### src/rtl/frame_scan_controller.sv
// Frame scan controller: walks one frame of image memory in raster order,
// issuing a read every CYCLES_PER_PIXEL clocks, and carries a tag alongside
// each read so that pix_valid/line_end/frame_end line up with the returned data.
module frame_scan_controller #(
    parameter int WIDTH            = 720,
    parameter int HEIGHT           = 1280,
    parameter int CYCLES_PER_PIXEL = 3,
    parameter int LATENCY          = 4,
    parameter int ADDR_W           = 20,
    localparam int ROW_W           = (HEIGHT > 1) ? $clog2(HEIGHT) : 1,
    localparam int COL_W           = (WIDTH > 1) ? $clog2(WIDTH) : 1
) (
    input  logic              clk,
    input  logic              rst,
    input  logic              start,
    input  logic              pause,
    output logic              rd_en,
    output logic [ADDR_W-1:0] rd_addr,
    output logic              pix_valid,
    output logic              line_end,
    output logic              frame_end,
    output logic [ROW_W-1:0]  row,
    output logic [COL_W-1:0]  col,
    output logic              busy,
    output logic              done
);

    localparam int PH_W = (CYCLES_PER_PIXEL > 1) ? $clog2(CYCLES_PER_PIXEL) : 1;
    localparam logic [PH_W-1:0]   LAST_PHASE = PH_W'(CYCLES_PER_PIXEL - 1);
    localparam logic [COL_W-1:0]  LAST_COL   = COL_W'(WIDTH - 1);
    localparam logic [ADDR_W-1:0] LAST_ADDR  = ADDR_W'(WIDTH * HEIGHT - 1);
    // Row value parked after the final pixel; clamped if HEIGHT itself does not fit.
    localparam logic [ROW_W-1:0]  ROW_END    =
        ROW_W'((HEIGHT < (1 << ROW_W)) ? HEIGHT : ((1 << ROW_W) - 1));

    typedef enum logic [1:0] {
        IDLE,
        SCAN,
        DRAIN,
        DONE
    } state_t;

    state_t              state;
    logic [PH_W-1:0]     phase;
    logic [ADDR_W-1:0]   addr_cnt;
    logic                le_tag;
    logic                fe_tag;
    logic [2:0]          tag_pipe [LATENCY];

    logic                in_scan;
    logic                issue;
    logic                issue_last_col;
    logic                issue_last_pix;
    logic [PH_W-1:0]     cur_phase;
    logic [PH_W-1:0]     next_phase;
    logic [ADDR_W-1:0]   cur_addr;
    logic [ROW_W-1:0]    cur_row;
    logic [COL_W-1:0]    cur_col;

    // The cycle that accepts start already issues pixel 0, so IDLE presents zeroed counters.
    always_comb begin
        cur_phase      = (state == IDLE) ? '0 : phase;
        cur_addr       = (state == IDLE) ? '0 : addr_cnt;
        cur_row        = (state == IDLE) ? '0 : row;
        cur_col        = (state == IDLE) ? '0 : col;
        in_scan        = (state == SCAN) || ((state == IDLE) && start);
        issue          = in_scan && (cur_phase == '0) && !pause;
        issue_last_col = (cur_col == LAST_COL);
        issue_last_pix = (cur_addr == LAST_ADDR);
        next_phase     = (cur_phase == LAST_PHASE) ? '0 : cur_phase + PH_W'(1);
    end

    // Data-side flags come straight off the end of the tag pipeline.
    assign pix_valid = tag_pipe[LATENCY-1][2];
    assign line_end  = tag_pipe[LATENCY-1][1];
    assign frame_end = tag_pipe[LATENCY-1][0];

    // Sequencing FSM, issue counters and the latency-matching tag pipeline.
    always_ff @(posedge clk) begin
        if (rst) begin
            state    <= IDLE;
            phase    <= '0;
            addr_cnt <= '0;
            row      <= '0;
            col      <= '0;
            rd_en    <= 1'b0;
            rd_addr  <= '0;
            le_tag   <= 1'b0;
            fe_tag   <= 1'b0;
            busy     <= 1'b0;
            done     <= 1'b0;
            for (int i = 0; i < LATENCY; i++) begin
                tag_pipe[i] <= 3'b000;
            end
        end else begin
            tag_pipe[0] <= {rd_en, le_tag, fe_tag};
            for (int i = 1; i < LATENCY; i++) begin
                tag_pipe[i] <= tag_pipe[i-1];
            end

            rd_en  <= issue;
            le_tag <= issue && issue_last_col;
            fe_tag <= issue && issue_last_pix;
            done   <= 1'b0;

            if (in_scan) begin
                if (state == IDLE) begin
                    state <= SCAN;
                    busy  <= 1'b1;
                end
                phase    <= pause ? cur_phase : next_phase;
                addr_cnt <= cur_addr;
                row      <= cur_row;
                col      <= cur_col;
                if (issue) begin
                    rd_addr <= cur_addr;
                    if (issue_last_pix) begin
                        state <= DRAIN;
                        row   <= ROW_END;
                        col   <= '0;
                    end else begin
                        addr_cnt <= cur_addr + ADDR_W'(1);
                        if (issue_last_col) begin
                            col <= '0;
                            row <= cur_row + ROW_W'(1);
                        end else begin
                            col <= cur_col + COL_W'(1);
                        end
                    end
                end
            end else begin
                case (state)
                    DRAIN: begin
                        if (pix_valid && frame_end) begin
                            state <= DONE;
                            done  <= 1'b1;
                            busy  <= 1'b0;
                        end
                    end
                    DONE: begin
                        state <= IDLE;
                    end
                    default: begin
                        state <= state;
                    end
                endcase
            end
        end
    end

endmodule

### config.mk
export PLATFORM = sky130hd
export DESIGN_NAME = frame_scan_controller
export DESIGN_NICKNAME = d
export VERILOG_FILES = /design/src/rtl/frame_scan_controller.sv
export SDC_FILE = /design/constraint.sdc
export NUM_CORES = 1
export LEC_CHECK = 0
export ABC_AREA = 1
export ABC_CLOCK_PERIOD_IN_PS = 4400
export BUFFER_PORTS_ARGS = -buffer_cell sky130_fd_sc_hd__clkbuf_2
export CAP_MARGIN = 20
export CORE_MARGIN = 2
export CORE_UTILIZATION = 62
export DETAILED_ROUTE_END_ITERATION = 8
export GPL_TIMING_DRIVEN = 0
export PLACE_DENSITY = 0.84
export SYNTH_ARGS = -nofsm -noshare
export SYNTH_HDL_FRONTEND = slang
export SYNTH_SLANG_ARGS = --single-unit
export TNS_END_PERCENT = 10
### constraint.sdc
create_clock -name clk -period 4.4 [get_ports clk]
set_input_delay 0.44 -clock clk [delete_from_list [all_inputs] [get_ports clk]]
set_output_delay 0.44 -clock clk [all_outputs]
set_load 0.01 [all_outputs]
---- Word level (Yosys, flattened, before mapping) ----
Memory sizes are Yosys's and may differ from the RTL's.
Index checks and enable logic that the tools add are counted.
cells by class
  reduce and logical (&&, ||, !) cells .... 17
  equality and inequality tests ........... 8
  muxes and demuxes ....................... 32
  bitwise logic cells ..................... 5
  $add $sub $neg .......................... 4
operators with widths
  operator                                        count
  2-to-1 mux 20 bit                               3
  2-to-1 mux 11 bit                               4
  2-to-1 mux 10 bit                               4
  adder 20 x 1 -> 20 bit (second input constant)  1
  == test 20 bit (second input constant)          1
  2-to-1 mux 2 bit                                8
  2-to-1 mux 3 bit                                4
  adder 11 x 1 -> 11 bit (second input constant)  1
  adder 10 x 1 -> 10 bit (second input constant)  1
  == test 10 bit (second input constant)          1
  2-to-1 mux 1 bit                                8
  == test 2 bit (second input constant)           3
  logical AND 1 bit                               6
  logical NOT 2 bit                               2
  OR 1 bit                                        4
  one-hot mux 2 bit (2 select lines)              1
  AND reduction 2 bit                             2
  nonzero test 2 bit                              2
  != test 3 bit (second input constant)           1
  AND reduction 3 bit                             1
  nonzero test 3 bit                              1
  OR reduction 3 bit                              1
  adder 2 x 1 -> 2 bit (second input constant)    1
  == test 2 x 1 -> 1 bit (second input constant)  1
  4 further kinds                                 4
storage, ports and cells
  bits of input ports ..................... 4
  bits in writable memories ............... 12
  bits in registers ....................... 70
  word-level logic and storage cells ...... 78
  memories kept ........................... 1
memory list
  name      depth  width  rd ports  clocked after memory_dff  wr ports  line  source
  tag_pipe  4      3      4         0                         4         48    logic [2:0] tag_pipe [LATENCY];

---- Logic depth before layout (Yosys ltp) ----
  word-level depth ........................ 7
  gate-level depth with buffers ........... 17
  depth with buffers taken out ............ 14

---- Worst setup path before layout ----
OpenSTA, ideal clock, no wires.
  kind .................................... register -> register
  start ................................... register state[0]
  end ..................................... register addr_cnt[9]
  buffers on the path ..................... 4
  cell stages (with the launch flop) ...... 17
  data required time ...................... 4.272 ns
  arrival time ............................ 2.249 ns
  path slack .............................. 2.023 ns
  period minus slack after synthesis ...... 2.377 ns
  cells stage by stage .................... dfxtp_1 -> nor2_2 -> buf_6 -> buf_4 -> buf_2 -> nor2_1 -> ha_1 -> nand2_1 -> nor2_4 -> nand2_2 -> nor2_4 -> nand3_2 -> nand2_4 -> buf_2 -> o22ai_1 -> nand2_1 -> nor2_1
on the way
  elaborated cells on any way between the ends .. 13
  those cells by class .................... add/sub: 1; eq/ne: 2; mux: 4; reduce/logical: 6
RTL lines
  item                                                      line     source
  from (decl)                                               43       state_t state;
  from (signal assigned)                                    144      state <= state;
  logical NOT 2 bit (*)                                     63       cur_addr = (state == IDLE) ? '0 : addr_cnt;
  2-to-1 mux 20 bit (*)                                     63
  via cur_addr[1]                                           56       logic [ADDR_W-1:0] cur_addr;
  adder 20 x 1 -> 20 bit or == test 20 bit (tied branches)  122, 69
  2-to-1 mux 20 bit (*)                                     117      if (issue_last_pix) begin
  2-to-1 mux 20 bit (*)                                     115      if (issue) begin
  to (signal assigned)                                      112      addr_cnt <= cur_addr;
  to (signal assigned)                                      122      addr_cnt <= cur_addr + ADDR_W'(1);
  to (decl)                                                 45       logic [ADDR_W-1:0] addr_cnt;
Mark *: on every way through the listed nets, which the timed path passes. The rest lies on a longest branch.
A chain may end at the register's enable or synchronous reset.

---- Final worst setup path ----
  start ................................... register state[0]
  end ..................................... register row[3]
on the way
  elaborated cells on any way between the ends .. 17
  those cells by class .................... add/sub: 1; eq/ne: 3; mux: 7; reduce/logical: 6
RTL lines
  item                  line  source
  logical NOT 2 bit     63
  2-to-1 mux 20 bit     63
  via cur_addr[1]       56
  == test 20 bit        69    issue_last_pix = (cur_addr == LAST_ADDR);
  2-to-1 mux 11 bit     117
  2-to-1 mux 11 bit     115
  to (signal assigned)  113   row <= cur_row;
  to (signal assigned)  125   row <= cur_row + ROW_W'(1);
  to (decl)             22    output logic [ROW_W-1:0] row,
The timed path passes the listed nets, and every way through them passes these cells.

==> flow_summary.toml <==
[finish]
drive_above_1_share_pct = 14.83
seqCellArea_mm2 = 0.001642
multi_input_area_mm2 = 0.002011
commonest_cells_after_routing_fill_and_taps_aside = "nor2_1, nand2_1, dfxtp_1"
num-nets-final = 683
mostFrequentLayoutCell = "nor2_1"
stdcell_count = 758
final_antenna_diode_count = 0
num-fill-cells = 538
synthToLayoutAreaGrowth_pct = 14.08

[hold_path]
worstHoldEndpoint = "phase[1]"
min_path_cells = 4
worst_hold_startpoint = "pause"
timing.hold.worst.class = "input port to flop"

[routing]
route.detailed.drc = 0
detailroute.via_count = 4229
route.antenna.remaining_nets = 0
route.detailed.vias_per_inst = 5.579
wl_per_cell_um = 14.44
drtPass1Iterations = 5
drtIter0Drc = 308
wl_um = 10950

[job]
maxCapViolations = 0

[clock_tree]
clock_tree.buffer_depth = 2
cts-htree-levels = 3
cts-root-buf = "clkbuf_8"
post_cts_buffers = 0
cts_tree = "built"
number_of_cts_inserted_buffers = 9
ctsHoldBuffers = 0
clk_pin_slew_worst_paths_ns = 0.10
cts.sinks = 82
clk_latency_ns = 0.37
post_cts_resized = 0

[logic_synthesis]
synth_sequential_area_ratio_pct = 40.25
synthCells = 616
synth_top_area_share_pct = 40.25
synth_largest_area_cell = "dfxtp_1"
synth.net_count = 623
ys_top_cells_by_area = "dfxtp_1, nor2_1, nand2_1"
yosysWarnings = 0
synthesis.area_per_instance_um2 = 6.622
synth.cell_area_mm2 = 0.004079
post_synthesis_register_bit_count = 82
synth_cell_types = 30

[worst_setup_path]
crit_buf_inv = 4
timing.critical_path.arrival_ns = 3.27
r2r_setup_slk_ns = 1.37
timing.critical_path.slowest_cell_delay_ns = 0.45
crit_path_max_fanout = 10
crit_chain = "nor2_2, buf_6, buf_4, buf_2, nor2_1, ha_1, nand2_1, nor2_4, nand2_2, nor2_1, nand4_1, nand2_1, inv_2, nand3_1, a21oi_1"
timing.rr.end = "row[3]"
worstSetupPathType = "flop to flop"
setup.worst_path.start_class = "flop"
r2r-start = "state[0]"
timing.critical_path.required_ns = 4.65
cpLargestDelayFamily = "simple AND/OR/NAND/NOR gates"
end_kind = "flop"
ff2ff_path_depth = 15
cell_with_the_largest_stage_delay_on_the_worst_path = "dfxtp_1"

[power]
max-vdd-ir-drop_mv = 0.2437
power_per_cell_area_mw_per_mm2 = 365.7
p_leak_nw = 1.846

[placement]
place.detailed.hpwl_um = 7809
place.port_buffers = 49
dp_cells = 742
gp_congestion = 0.9474

[floorplanning]
design.core.area_mm2 = 0.006350
floorplan.initialDensity_pct = 64.24
fp.dieArea_mm2 = 0.007244
rows = 29
num_io_pins = 51
die_width_um = 85.11
floorplan.die.height_um = 85.11

[timing]
slew-limit-headroom_pct = 57.10
max_clock_freq_mhz = 330.6
min_period_ns = 3.025
setup-violations-final = 0
grt_setup_unrepaired = "no"
timing_hold_violations_final = 0
fin_worst_skew_ns = 0.009897
number_of_max_slew_violations_in_the_final_report = 0
timing.final.crit_share_pct = 68.75
worst-slew-pin-transition_ns = 0.6435
finalSetupTns_ns = 0

[global_routing]
global_route_layer_with_the_greatest_usage = "met2"
gr-usage-met1_pct = 37.69
first_global_vias = 3969
grt_util_met2_pct = 53.69
maximum_number_of_pins_on_one_net_before_global_route_repair = 17
globalRouteTotalUtil_pct = 31.30
grt_util_met3_pct = 4.669
initial_antenna_violation_count = 0
grt_pass1_wl_um = 18000
grt.overflow.total = 0

[run_status]
status = "complete, no violations"
layout make-up:
cell class,count,share of cell area [%]
multi-input combinational,430,43.21
sequential,82,35.28
inverter,77,6.211
timing repair buffer,49,5.270
buffer,27,2.958
clock buffer,9,2.662
clock inverter,7,2.339
tap,77,2.070
flip-flops by register name, indices dropped and copies added, names as in the netlist:
signal,count
busy,1
phase,2
row,11
col,10
rd_en,1
fe_tag,1
state,2
tag_pipe,12
addr_cnt,20
le_tag,1
done,1
rd_addr,20
synth_stat cells, drive strengths merged:
library cell  number
xor2               6
or2                3
nand2            113
clkbuf            13
a21oi             45
nor2             138
clkinv             1
nor3               9
dfxtp             82
inv               76
o21a               2
nand3             41
ha                 3
buf               14
o21ai             43
o22ai              8
nand4             11
nand3b             2
xnor2              6
worst max-delay path by stage:
stage / slack (ns) / startpoint / to / depth (start not counted)
3_5_place_dp: 1.46 / state[0] / row[6] / 15
5_1_grt: 1.23 / state[0] / addr_cnt[6] / 16
3_3_place_gp: 1.54 / state[0] / addr_cnt[8] / 17
2_1_floorplan: 2.02 / state[0] / addr_cnt[9] / 16
6_report: 1.37 / state[0] / row[3] / 15
4_1_cts: 1.45 / state[0] / row[6] / 15
per-layer routing:
metal | vias up | routed length, um
li1 | 2071 | -
met1 | 1960 | 4407
met2 | 165 | 5400
met3 | 33 | 762
met4 | 0 | 376
met5 | - | 0
stage by stage:
step / setup slack (ns) / instance area (um^2) / util [%] / hold WS [ns] / total power [mW]
4_1_cts: 1.450 / 4653 / 73.28 / 0.3881 / 1.694
5_1_grt: 1.229 / 4653 / 73.28 / 0.3998 / 1.757
3_3_place_gp: 1.542 / 4420 / 69.62 / 0.3886 / 1.054
2_1_floorplan: 2.023 / 4079 / - / 0.3883 / 0.9718
3_5_place_dp: 1.462 / 4420 / 69.62 / 0.3963 / 1.061
6_report: 1.375 / 4653 / 73.28 / 0.3985 / 1.702
power breakdown:
group | total (mW) | internal (mW) | leakage (nW) | switching, mW
registers | 0.795 | 0.774 | 0.667 | 0.0219
logic | 0.253 | 0.0742 | 1.06 | 0.179
clock network | 0.653 | 0.333 | 0.118 | 0.321
kinds of logic after synthesis:
group	count (synthesis)	share of synthesized area, %
compound gates	98	12.39
xor+xnor	12	2.577
fa+ha+maj	3	0.9203
buf+inv	104	10.46
flops	82	40.25
simple gates	317	33.40
worst reg2reg max path: stages, from the launching register on:
cell and delay [ns]:
dfxtp_1 0.45, nor2_2 0.11, buf_6 0.16, buf_4 0.19, buf_2 0.22, nor2_1 0.20
ha_1 0.22, nand2_1 0.10, nor2_4 0.16, nand2_2 0.11, nor2_1 0.28, nand4_1 0.17
nand2_1 0.23, inv_2 0.12, nand3_1 0.09, a21oi_1 0.07
No activity file was read; power rests on OpenSTA's default activity.
